==> src/rtl/disp_pkg.sv <==
// Shared types and segment encodings for the syscall display path.
package disp_pkg;

    typedef enum logic {
        BLANK = 1'b0,
        DRIVE = 1'b1
    } scan_state_t;

    // Active-low segment patterns, bit 7 = dp (off), bits 6..0 = g..a.
    localparam logic [7:0] SEG_0   = 8'hC0;
    localparam logic [7:0] SEG_1   = 8'hF9;
    localparam logic [7:0] SEG_2   = 8'hA4;
    localparam logic [7:0] SEG_3   = 8'hB0;
    localparam logic [7:0] SEG_4   = 8'h99;
    localparam logic [7:0] SEG_5   = 8'h92;
    localparam logic [7:0] SEG_6   = 8'h82;
    localparam logic [7:0] SEG_7   = 8'hF8;
    localparam logic [7:0] SEG_8   = 8'h80;
    localparam logic [7:0] SEG_9   = 8'h90;
    localparam logic [7:0] SEG_A   = 8'h88;
    localparam logic [7:0] SEG_B   = 8'h83;
    localparam logic [7:0] SEG_C   = 8'hC6;
    localparam logic [7:0] SEG_D   = 8'hA1;
    localparam logic [7:0] SEG_E   = 8'h86;
    localparam logic [7:0] SEG_F   = 8'h8E;
    localparam logic [7:0] SEG_OFF = 8'hFF;

    function automatic logic [6:0] hex_to_seg_f(input logic [3:0] nib);
        logic [7:0] s;
        case (nib)
            4'h0:    s = SEG_0;
            4'h1:    s = SEG_1;
            4'h2:    s = SEG_2;
            4'h3:    s = SEG_3;
            4'h4:    s = SEG_4;
            4'h5:    s = SEG_5;
            4'h6:    s = SEG_6;
            4'h7:    s = SEG_7;
            4'h8:    s = SEG_8;
            4'h9:    s = SEG_9;
            4'hA:    s = SEG_A;
            4'hB:    s = SEG_B;
            4'hC:    s = SEG_C;
            4'hD:    s = SEG_D;
            4'hE:    s = SEG_E;
            default: s = SEG_F;
        endcase
        return s[6:0];
    endfunction

endpackage

==> src/rtl/hex_to_seg.sv <==
// Combinational hex nibble to active-low g..a segment decoder.
module hex_to_seg
    import disp_pkg::*;
(
    input  logic [3:0] i_nib,
    output logic [6:0] o_seg
);

    assign o_seg = hex_to_seg_f(i_nib);

endmodule

==> src/rtl/syscall_display.sv <==
// Syscall print sink: captures printed words / PC and scans them onto an
// 8-digit multiplexed active-low 7-segment display with blanking and halt blink.
module syscall_display
    import disp_pkg::*;
#(
    parameter int CLK_HZ     = 100_000_000,
    parameter int REFRESH_HZ = 1000,
    parameter int NUM_DIGITS = 8,
    parameter int BLANK_CYC  = 4,
    parameter int BLINK_HZ   = 2,
    parameter int LZ_BLANK   = 1
) (
    input  logic                  clk,
    input  logic                  rst_n,
    input  logic [31:0]           value_in,
    input  logic                  value_valid,
    input  logic [14:0]           pc_in,
    input  logic                  halt,
    input  logic                  mode_sel,
    output logic [7:0]            seg_n,
    output logic [NUM_DIGITS-1:0] an_n,
    output logic [7:0]            print_cnt
);

    localparam int DIV = CLK_HZ / (REFRESH_HZ * NUM_DIGITS);
    localparam int HP  = CLK_HZ / (2 * BLINK_HZ);
    localparam int PW  = (DIV > 1) ? $clog2(DIV) : 1;
    localparam int IW  = (NUM_DIGITS > 1) ? $clog2(NUM_DIGITS) : 1;
    localparam int BW  = (BLANK_CYC > 1) ? $clog2(BLANK_CYC) : 1;
    localparam int HW  = (HP > 1) ? $clog2(HP) : 1;

    logic [31:0]           r_shadow;
    logic [7:0]            r_print_cnt;
    logic                  r_halted;
    logic [14:0]           r_pc;
    logic [31:0]           r_word;
    logic [PW-1:0]         r_presc;
    logic [IW-1:0]         r_idx;
    logic [BW-1:0]         r_blank_cnt;
    logic [HW-1:0]         r_blink_cnt;
    logic                  r_phase_on;
    scan_state_t           r_state;
    logic [NUM_DIGITS-1:0] r_an_n;
    logic [7:0]            r_seg_n;

    logic                  w_tick;
    scan_state_t           w_state_nxt;
    logic [BW-1:0]         w_blank_nxt;
    logic [31:0]           w_shifted;
    logic [3:0]            w_nib;
    logic [6:0]            w_seg7;
    logic                  w_lz_blank;
    logic [NUM_DIGITS-1:0] w_an_nxt;
    logic [7:0]            w_seg_nxt;

    assign w_tick     = (r_presc == PW'(DIV - 1));
    assign w_shifted  = r_word >> {r_idx, 2'b00};
    assign w_nib      = w_shifted[3:0];
    assign w_lz_blank = (LZ_BLANK != 0) && (r_idx != '0) && (w_shifted == 32'd0);

    hex_to_seg u_hex_to_seg (
        .i_nib (w_nib),
        .o_seg (w_seg7)
    );

    // Capture printed words (halt wins over a strobe), track PC and sticky halt.
    always_ff @(posedge clk or negedge rst_n) begin
        if (!rst_n) begin
            r_shadow    <= '0;
            r_print_cnt <= '0;
            r_halted    <= 1'b0;
            r_pc        <= '0;
        end else begin
            r_pc <= pc_in;
            if (halt) begin
                r_halted <= 1'b1;
            end
            if (value_valid && !halt) begin
                r_shadow    <= value_in;
                r_print_cnt <= r_print_cnt + 8'd1;
            end
        end
    end

    // Digit prescaler; at each tick advance the digit and latch its source word
    // so the source (and any new capture) only takes effect on a digit boundary.
    always_ff @(posedge clk or negedge rst_n) begin
        if (!rst_n) begin
            r_presc <= '0;
            r_idx   <= '0;
            r_word  <= '0;
        end else begin
            r_presc <= w_tick ? '0 : r_presc + PW'(1);
            if (w_tick) begin
                r_idx  <= (r_idx == IW'(NUM_DIGITS - 1)) ? '0 : r_idx + IW'(1);
                r_word <= mode_sel ? {17'd0, r_pc} : r_shadow;
            end
        end
    end

    // Halt blink: phase toggles every HP cycles once halted.
    always_ff @(posedge clk or negedge rst_n) begin
        if (!rst_n) begin
            r_blink_cnt <= '0;
            r_phase_on  <= 1'b1;
        end else if (r_halted) begin
            if (r_blink_cnt == HW'(HP - 1)) begin
                r_blink_cnt <= '0;
                r_phase_on  <= ~r_phase_on;
            end else begin
                r_blink_cnt <= r_blink_cnt + HW'(1);
            end
        end
    end

    // Scan FSM state register.
    always_ff @(posedge clk or negedge rst_n) begin
        if (!rst_n) begin
            r_state     <= BLANK;
            r_blank_cnt <= '0;
        end else begin
            r_state     <= w_state_nxt;
            r_blank_cnt <= w_blank_nxt;
        end
    end

    // Scan FSM next state: blank for BLANK_CYC cycles, then drive until the tick.
    always_comb begin
        w_state_nxt = r_state;
        w_blank_nxt = r_blank_cnt;
        if (w_tick) begin
            w_state_nxt = BLANK;
            w_blank_nxt = '0;
        end else if (r_state == BLANK) begin
            if (r_blank_cnt == BW'(BLANK_CYC - 1)) begin
                w_state_nxt = DRIVE;
                w_blank_nxt = '0;
            end else begin
                w_blank_nxt = r_blank_cnt + BW'(1);
            end
        end
    end

    // Next anode/segment pattern for the digit currently being driven.
    always_comb begin
        w_an_nxt  = '1;
        w_seg_nxt = SEG_OFF;
        if (r_state == DRIVE) begin
            if (!(r_halted && !r_phase_on)) begin
                w_an_nxt = ~(NUM_DIGITS'(1) << r_idx);
            end
            w_seg_nxt[6:0] = w_lz_blank ? 7'h7F : w_seg7;
            w_seg_nxt[7]   = ~(r_halted && (r_idx == '0));
        end
    end

    // Registered display pins.
    always_ff @(posedge clk or negedge rst_n) begin
        if (!rst_n) begin
            r_an_n  <= '1;
            r_seg_n <= SEG_OFF;
        end else begin
            r_an_n  <= w_an_nxt;
            r_seg_n <= w_seg_nxt;
        end
    end

    assign an_n      = r_an_n;
    assign seg_n     = r_seg_n;
    assign print_cnt = r_print_cnt;

endmodule

==> config.mk <==
export PLATFORM = sky130hd
export DESIGN_NAME = syscall_display
export DESIGN_NICKNAME = d
export VERILOG_FILES = /design/src/rtl/disp_pkg.sv /design/src/rtl/hex_to_seg.sv /design/src/rtl/syscall_display.sv
export SDC_FILE = /design/constraint.sdc
export NUM_CORES = 1
export LEC_CHECK = 0
export ABC_AREA = 1
export ABC_CLOCK_PERIOD_IN_PS = 4900
export CORE_UTILIZATION = 55
export CTS_CLUSTER_SIZE = 30
export DETAILED_ROUTE_END_ITERATION = 10
export PLACE_DENSITY = 0.78
export SLEW_MARGIN = 20
export SYNTH_ARGS = -nofsm -noshare
export SYNTH_HDL_FRONTEND = slang
export SYNTH_SLANG_ARGS = --single-unit
==> constraint.sdc <==
create_clock -name clk -period 4.9 [get_ports clk]
set_input_delay 1.47 -clock clk [delete_from_list [all_inputs] [get_ports clk]]
set_output_delay 1.47 -clock clk [all_outputs]
set_load 0.05 [all_outputs]
==> reports/metrics.yaml, run 1 <==
outcome:
  outcome: "finished, final reports clean"
placement:
  io_buffer_count: 75
  dp_hpwl_um: 11300
  dp_slack_ns: 1.34
  post_dp_cell_area_um2: 8340
  place_congestion: 0.945
clock_network:
  root_buffer: "clkbuf_16"
  cts_tree: "built"
  cts_setup_buffers: 0
  clockBufferDepth: 2
  numCtsBuffers: 17
  cts.sinks: 150
  cts_hold_buf: 0
  h-tree-depth: 4
  insertion_delay_ns: 0.43
  clk_pin_slew_ns: 0.06
  postCtsResizedCells: 0
floorplan:
  die_area_um2: 14100
  io_pins: 76
  die_h_um: 119
  start_util_pct: 56.5
  rows: 42
  coreArea_um2: 13200
  die_x_um: 119
setup_path:
  max_stage_delay_ns: 0.79
  worst_setup_path_end_kind: "primary output"
  path_cells: "clkdlybuf4s50_1"
  crit_buf_inv: 1
  worst_path_max_delay_cell: "clkdlybuf4s50_1"
  cp_top_family: "buffers and inverters"
  worstSetupPathType: "flop to primary output"
  worstPathMaxFanout: 1
  worst_ep_required_time_ns: 3.43
  crit_arrival_ns: 1.73
  start_kind: "flop"
cells_and_area:
  fill_cells: 1072
  drive_above_1_share_pct: 6.24
  final_design_area_no_fill_um2: 8930
  nets: 1097
  antenna_cells: 0
  area_delta_synth_final_pct: 19.4
detailed_routing:
  drt_iter0_drc: 596
  drt-total-wl_um: 16600
  via_per_inst: 5.28
  remaining_drc_errors: 0
  vias: 6430
  firstDrtPassIters: 6
  wl_per_cell_um: 13.6
  antenna_left: 0
power:
  leakagePower_uw: 0.00434
  ir_drop_mv: 0.393
  power.density_nw_per_um2: 330
sta:
  rsz0062_at_grt: "no"
  worst_pin_slew_ns: 1.03
  hold_viol: 0
  min_period_ns: 3.20
  drv_slew: 0
  slew_headroom_pct: 31.5
  clock_skew_ns: 0.00858
  period_share_pct: 65.3
  finalSetupTns_ns: 0
  timing.final.ws_setup_ns: 1.70
  finalSetupViolCount: 0
  fmax_mhz: 313
global_route:
  grt-ovfl-total: 0
  grt_pass1_wl_um: 28600
  antenna_found_initial: 0
  grt_pass1_vias: 6091
  track_usage_pct: 25.6
  grt_max_degree: 77
logic_synthesis:
  ys_seq_area_share_pct: 50.4
  synthFlopType: "dfrtp_1"
  yosysUniqueCellTypes: 35
  yosys_register_bits: 150
  synth_warnings: 0
  netlist_instances: 962
  postSynthAreaPerCell_um2: 7.78
  async_flop_share_pct: 100
  syn-num-nets: 1030
  synth_edf_count: 0
  netlist_area_um2: 7490
worst_hold_path:
  hp-class: "flop to flop"
job:
  maxCapViolations: 0
[final timing paths]
kind	from	endpoint	slack (ns)	cells after the start
min	r_presc[0]	r_presc[0]	0.45	1
min reg2reg	r_presc[0]	r_presc[0]	0.45	1
max reg2reg	r_idx[0]	seg_n[4]	1.96	18
max	an_n[7]	an_n[7]	1.70	1
min in group asynchronous	rst_n	r_blink_cnt[11]	1.05	1
max in group asynchronous	rst_n	r_word[9]	3.02	2
[stage by stage]
step	utilization (%)	hold slack (ns)	std cells	total power, uW
floorplan	-	0.425	962	1510
global placement	63.0	0.445	1186	1650
detailed placement	63.0	0.448	1186	1650
CTS	67.5	0.456	1217	2970
global route	67.5	0.473	1217	3060
finish	67.5	0.452	1217	2950
[cell families after synthesis]
kind of cell | synth area share, %
compound gates | 4.78
xor+xnor | 2.11
fa+ha+maj | 2.67
buf+inv | 6.85
flops | 50.4
simple gates | 33.2
[flip-flops by register name, indices dropped and copies added, names as in the netlist]
name / count
an_n: 8
print_cnt: 8
r_blank_cnt: 2
r_blink_cnt: 25
r_halted: 1
r_idx: 3
r_pc: 15
r_phase_on: 1
r_presc: 14
r_shadow: 32
r_state: 1
r_word: 32
seg_n: 8
[synth_stat cells (2+ instances only)]
master    number  share of area (%)
nand2_1      342                 17
nand2_2        2               0.17
buf_2         11               0.74
dfstp_2       17                6.0
xnor2_1        4               0.47
xor2_1        14                1.6
and2_1         2               0.17
nor4_1         7               0.58
a21oi_1        9               0.60
inv_1         89                4.5
or2_2          2               0.17
clkbuf_1      15               0.75
and3_1         2               0.17
nand3b_1       3               0.30
ha_1          16                2.7
o21ai_0       34                2.3
nand4_1       17                1.4
nor3_1        13               0.87
nand3_1       92                6.2
dfrtp_1      133                 44
nor2_1        99                5.0
buf_6          4               0.60
a31oi_1       16                1.3
o21ai_1        7               0.47
buf_4          2               0.20
[cells in the final DEF, fill, tap and decap left out, types with 2 or more instances in the layout]
master,n
o21ai_1,7
clkinv_4,2
inv_1,89
xnor2_1,4
inv_8,2
a31oi_1,16
clkinvlp_4,3
a21oi_1,9
clkbuf_16,17
nor3_1,13
ha_1,16
bufinv_16,2
dfrtp_1,133
xor2_1,14
nand2_1,342
and3_1,2
inv_6,2
clkbuf_8,2
clkdlybuf4s50_1,74
and2_1,2
dfstp_2,17
nor4_1,7
o21ai_0,34
or2_2,2
nand4_1,17
nor2_1,99
nand2_2,2
nand3b_1,3
buf_4,4
nand3_1,92
[layer usage]
layer / track usage [%] / routed length [um] / vias to the layer above
met1: 36.2 / 7750 / 2998
met4: 7.91 / 233 / 0
met5: 0 / 0 / -
li1: - / - / 3190
met2: 39.6 / 7610 / 222
met3: 5.41 / 977 / 20
[report_power, final]
group / internal, uW / switching [uW] / total [uW]
sequential: 1300 / 48.5 / 1350
combinational: 110 / 174 / 283
clock: 784 / 534 / 1320
[layout make-up]
class                           instances  area, um^2  area share, %
Sequential cell                       150        3770           42.2
Multi-Input combinational cell        689        3200           35.8
Timing Repair Buffer                   80         802           8.98
Clock buffer                           19         453           5.07
Inverter                               91         342           3.82
Tap cell                              176         220           2.46
Clock inverter                         12         145           1.62
No activity file was read; power rests on OpenSTA's default activity.
==> run 2, diff against run 1 <==
Settings changed: ABC_CLOCK_PERIOD_IN_PS 4900 to 3200.
Clock period 4.9 ns to 3.2 ns, I/O delays scaled along.
==> reports/metrics.yaml, run 2 (synthesized netlist as in run 1, its figures left out) <==
floorplan:
  io_pins: 76  # unchanged
  rows: 42  # unchanged
  die_h_um: 119  # unchanged
  die_area_um2: 14100  # unchanged
  die_x_um: 119  # unchanged
  coreArea_um2: 13200  # unchanged
  start_util_pct: 56.5  # unchanged
power:
  power_uw: 4430  # +50%
  ir_drop_mv: 0.550  # +40%
  power.density_nw_per_um2: 494  # +50%
  leakagePower_uw: 0.00437  # +0.78%
cells_and_area:
  utilization_pct: 67.7  # +0.27 points
  largest_registers: "r_shadow: 32 flops, r_word: 32 flops, r_blink_cnt: 25 flops"
  fill_cells: 1135  # +5.9%
  final_common_cell: "nand2_1"
  drive_above_1_share_pct: 7.05  # +0.80 points
  final_cell_mix: "nand2_1 (342), dfrtp_1 (133), nor2_1 (99)"
  nets: 1105  # +0.73%
  area_delta_synth_final_pct: 19.8
  antenna_cells: 0  # unchanged
clock_network:
  cts.sinks: 150  # unchanged
  clk_pin_slew_ns: 0.06  # about the same
  cts_setup_buffers: 0  # unchanged
  numCtsBuffers: 17  # unchanged
  root_buffer: "clkbuf_16"
  cts_hold_buf: 0  # unchanged
  insertion_delay_ns: 0.43  # about the same
  postCtsResizedCells: 0  # unchanged
  clockBufferDepth: 2  # unchanged
  h-tree-depth: 4  # unchanged
  cts_tree: "built"
global_route:
  antenna_found_initial: 0  # unchanged
  grt_pass1_vias: 6190  # +1.6%
  grt-ovfl-total: 0  # unchanged
  track_usage_pct: 26.2  # +0.61 points
  grt_max_degree: 58  # -25%
  grt_pass1_wl_um: 29100  # +1.8%
setup_path:
  max_stage_delay_ns: 0.79  # about the same
  start_kind: "flop"
  r2r_start: "r_idx[0]"
  ff2ff_path_depth: 17  # -1
  worstSetupPathType: "flop to primary output"
  rrSetupSlack_ns: 0.77  # -1.19 ns
  cp_top_family: "buffers and inverters"
  crit_buf_inv: 1  # unchanged
  crit_arrival_ns: 1.72  # about the same
  path_cells: "clkdlybuf4s50_1"
  crit_start: "an_n[3]"
  worst_path_max_delay_cell: "clkdlybuf4s50_1"
  worstPathMaxFanout: 1  # unchanged
  cp.depth: 1  # unchanged
  worst_setup_path_end_kind: "primary output"
  critPathCapture: "an_n[3]"
  r2r-end: "seg_n[1]"
  worst_ep_required_time_ns: 2.24  # -1.19 ns
placement:
  io_buffer_count: 75  # unchanged
  dp_hpwl_um: 12000  # +6.6%
  place_congestion: 0.934  # -1.1%
sta:
  worst_pin_slew_ns: 1.03  # -0.000899 ns
  finalSetupViolCount: 0  # unchanged
  period_share_pct: 83.9
  slew_headroom_pct: 31.5  # +0.060 points
  rsz0062_at_grt: "no"
  drv_slew: 0  # unchanged
  min_period_ns: 2.68
  hold_viol: 0  # unchanged
  fmax_mhz: 372
  clock_skew_ns: 0.0101  # +0.00152 ns
  finalSetupTns_ns: 0  # unchanged
job:
  maxCapViolations: 0  # unchanged
worst_hold_path:
  hp-class: "flop to flop"
detailed_routing:
  wl_per_cell_um: 13.7  # +0.80%
  via_per_inst: 5.27  # -0.29%
  antenna_left: 0  # unchanged
  remaining_drc_errors: 0  # unchanged
  vias: 6459  # +0.45%
  drt_iter0_drc: 557  # -6.5%
  drt-total-wl_um: 16800  # +1.5%
  firstDrtPassIters: 6  # unchanged
outcome:
  outcome: "finished, final reports clean"
==> run 2: final cells by class <==
cell class,count,area (um^2),share of cell area [%]
multi-input cells,689,3200,35.6
clock inverters,14,135,1.51
well taps,176,220,2.45
inverters,91,342,3.81
clock buffers,18,439,4.90
repair buffers,88,862,9.61
flip-flops and latches,150,3770,42.1
==> run 2: power by group <==
part | switching [uW] | leakage, uW | total (uW) | internal (uW)
sequential | 74.3 | 0.00173 | 2060 | 1990
clock | 879 | 0.000282 | 1930 | 1050
combinational | 265 | 0.00236 | 436 | 171
==> run 2: worst min-delay path by stage <==
stage | cells past startpoint | startpoint | slack (ns) | end
after floorplan | 1 | r_presc[0] | 0.43 | r_presc[0]
after global placement | 1 | r_presc[0] | 0.44 | r_presc[0]
after detailed placement | 1 | r_presc[0] | 0.45 | r_presc[0]
after CTS | 1 | r_presc[0] | 0.46 | r_presc[0]
after global routing | 1 | r_presc[0] | 0.50 | r_presc[0]
final | 1 | r_presc[0] | 0.46 | r_presc[0]
==> run 2: stage by stage <==
stage          instance area (um^2)  setup WS [ns]  hold slack (ns)  std cells
4_1_cts                        8970          0.494            0.463       1226
3_3_place_gp                   8400          0.627            0.442       1194
2_1_floorplan                  7490           1.16            0.425        962
3_5_place_dp                   8400          0.583            0.455       1194
5_1_grt                        8970          0.433            0.496       1226
6_report                       8970          0.515            0.461       1226
==> run 2: metal layers <==
layer  vias to the layer above  routed length [um]  track usage, %
met5                         -                   0               0
met4                         0                 306            9.41
met3                        29                 905            5.55
met2                       202                7610            40.8
met1                      3015                8000            36.4
li1                       3213                   -               -
==> run 3, diff against run 2 <==
Settings changed: ABC_CLOCK_PERIOD_IN_PS 3200 to 2400, CORE_UTILIZATION 55 to 52, PLACE_DENSITY 0.78 to 0.77.
Clock period 3.2 ns to 2.4 ns, I/O delays scaled along.
==> reports/metrics.yaml, run 3 (synthesized netlist as in run 1, its figures left out) <==
floorplan:
  die_area_um2: 14900  # +5.7%
  die_x_um: 122  # +2.8%
  start_util_pct: 53.5  # -3.0 points
  die_h_um: 122  # +2.8%
  coreArea_um2: 14000  # +5.6%
  io_pins: 76  # unchanged
  rows: 43  # +2.4%
setup_path:
  worst_setup_path_end_kind: "primary output"
  worst_path_max_delay_cell: "clkdlybuf4s50_1"
  worstSetupPathType: "flop to primary output"
  start_kind: "flop"
  crit_arrival_ns: 1.64  # -0.08 ns
  worst_ep_required_time_ns: 1.68  # -0.56 ns
  cp_top_family: "buffers and inverters"
  max_stage_delay_ns: 0.82  # +0.03 ns
  crit_buf_inv: 1  # unchanged
  worstPathMaxFanout: 4  # +3
  path_cells: "clkdlybuf4s50_1"
clock_network:
  insertion_delay_ns: 0.43  # about the same
  clockBufferDepth: 2  # unchanged
  cts_hold_buf: 0  # unchanged
  cts_tree: "built"
  clk_pin_slew_ns: 0.06  # about the same
  numCtsBuffers: 17  # unchanged
  root_buffer: "clkbuf_16"
  cts.sinks: 150  # unchanged
  h-tree-depth: 4  # unchanged
power:
  leakagePower_uw: 0.00451  # +3.1%
  power.density_nw_per_um2: 649  # +31%
  ir_drop_mv: 0.800  # +45%
global_route:
  antenna_found_initial: 0  # unchanged
  grt-ovfl-total: 0  # unchanged
  grt_pass1_vias: 6165  # -0.40%
  grt_pass1_wl_um: 29200  # +0.26%
  track_usage_pct: 25.1  # -1.1 points
  grt_max_degree: 49  # -16%
detailed_routing:
  remaining_drc_errors: 0  # unchanged
  wl_met3_um: 929  # +2.7%
  drt-total-wl_um: 17100  # +1.8%
  firstDrtPassIters: 5  # -1
  drt_iter0_drc: 542  # -2.7%
  wl_per_cell_um: 13.8  # +0.35%
  highest_layer: "met4"
  antenna_left: 0  # unchanged
  wl_met2_um: 7900  # +3.8%
  drt-met1-wl_um: 7980  # -0.31%
  via_per_inst: 5.21  # -1.1%
  vias: 6485  # +0.40%
outcome:
  outcome: "finished, final reports clean"
cells_and_area:
  final_cell_mix: "nand2_1 (341), dfrtp_1 (132), nor2_1 (99)"
  largest_registers: "r_shadow: 32 flops, r_word: 32 flops, r_blink_cnt: 25 flops"
  antenna_cells: 0  # unchanged
  fin_cells: 1244  # +1.5%
  drive_above_1_share_pct: 8.55  # +1.5 points
  nets: 1119  # +1.3%
  final_common_cell: "nand2_1"
  area_delta_synth_final_pct: 22.0
  utilization_pct: 65.3  # -2.4 points
sta:
  fmax_mhz: 424
  hold_viol: 0  # unchanged
  clock_skew_ns: 0.0110  # +0.000887 ns
  finalSetupTns_ns: 0  # unchanged
  min_period_ns: 2.36
  drv_slew: 0  # unchanged
  worst_pin_slew_ns: 0.501  # -0.525 ns
  period_share_pct: 98.3
  finalSetupViolCount: 0  # unchanged
  slew_headroom_pct: 66.5  # +35 points
placement:
  dp_hpwl_um: 12000  # about the same
  place_inst: 1207  # +1.1%
  place_congestion: 0.920  # -1.6%
  io_buffer_count: 75  # unchanged
job:
  maxCapViolations: 0  # unchanged
worst_hold_path:
  hp-class: "input pin to asynchronous set/reset pin"
run 3: cell types whose count changed in the layout (fill, tap and decap cells not counted), sizes merged:
cell / delta
buf: +14
clkinvlp: +1
dlymetal6s2s: +4
clkinv: -1
clkdlybuf4s50: -21
dlygate4sd2: +17
run 3: report_power, final:
part / leakage [uW] / internal (uW) / switching (uW)
Sequential: 0.00173 / 2650 / 91.7
Clock: 0.000287 / 1420 / 1190
Combinational: 0.00249 / 225 / 349
Total: 0.00451 / 4300 / 1630
run 3: final cells by class:
type | instances | area, um^2
fill | 1193 | 4850
timing repair buffer | 102 | 997
tap | 180 | 225
multi-input combinational | 689 | 3200
clock inverter | 14 | 151
clock buffer | 18 | 439
sequential | 150 | 3780
inverter | 91 | 345
run 3: worst paths after layout:
kind / startpoint / slack [ns] / endpoint / depth (start not counted)
setup / recovery: print_cnt[1] / 0.04 / print_cnt[1] / 1
hold / removal: rst_n / 0.16 / r_blink_cnt[15] / 1
setup reg to reg: r_idx[0] / 0.18 / seg_n[1] / 18
hold reg to reg: r_presc[0] / 0.46 / r_presc[0] / 1
max in group asynchronous: rst_n / 1.54 / r_shadow[1] / 2
min in group clk: r_presc[0] / 0.46 / r_presc[0] / 1
run 3: per-stage QoR:
stage	worst slack, ns	total power (uW)	instance area, um^2	hold WS (ns)
2_1_floorplan	0.364	3080	7490	0.424
3_3_place_gp	0.163	3370	8510	0.445
3_5_place_dp	0.121	3370	8510	0.450
4_1_cts	0.000597	5970	9080	0.168
5_1_grt	-0.0344	6150	9140	0.170
6_report	0.0416	5930	9140	0.162
run 3: metal layers:
metal / up-vias / track usage (%)
met4: 0 / 9.26
met2: 220 / 39.4
li1: 3243 / -
met3: 29 / 4.78
met1: 2993 / 34.6
met5: - / 0
run 3: repair_timing:
| item | in CTS | in global routing |
|---|---|---|
| cloned | 0 | 0 |
| setup endpoints to repair | 17 | 11 |
| gates resized for setup | 17 | 9 |
| buffers inserted | 0 | 5 |
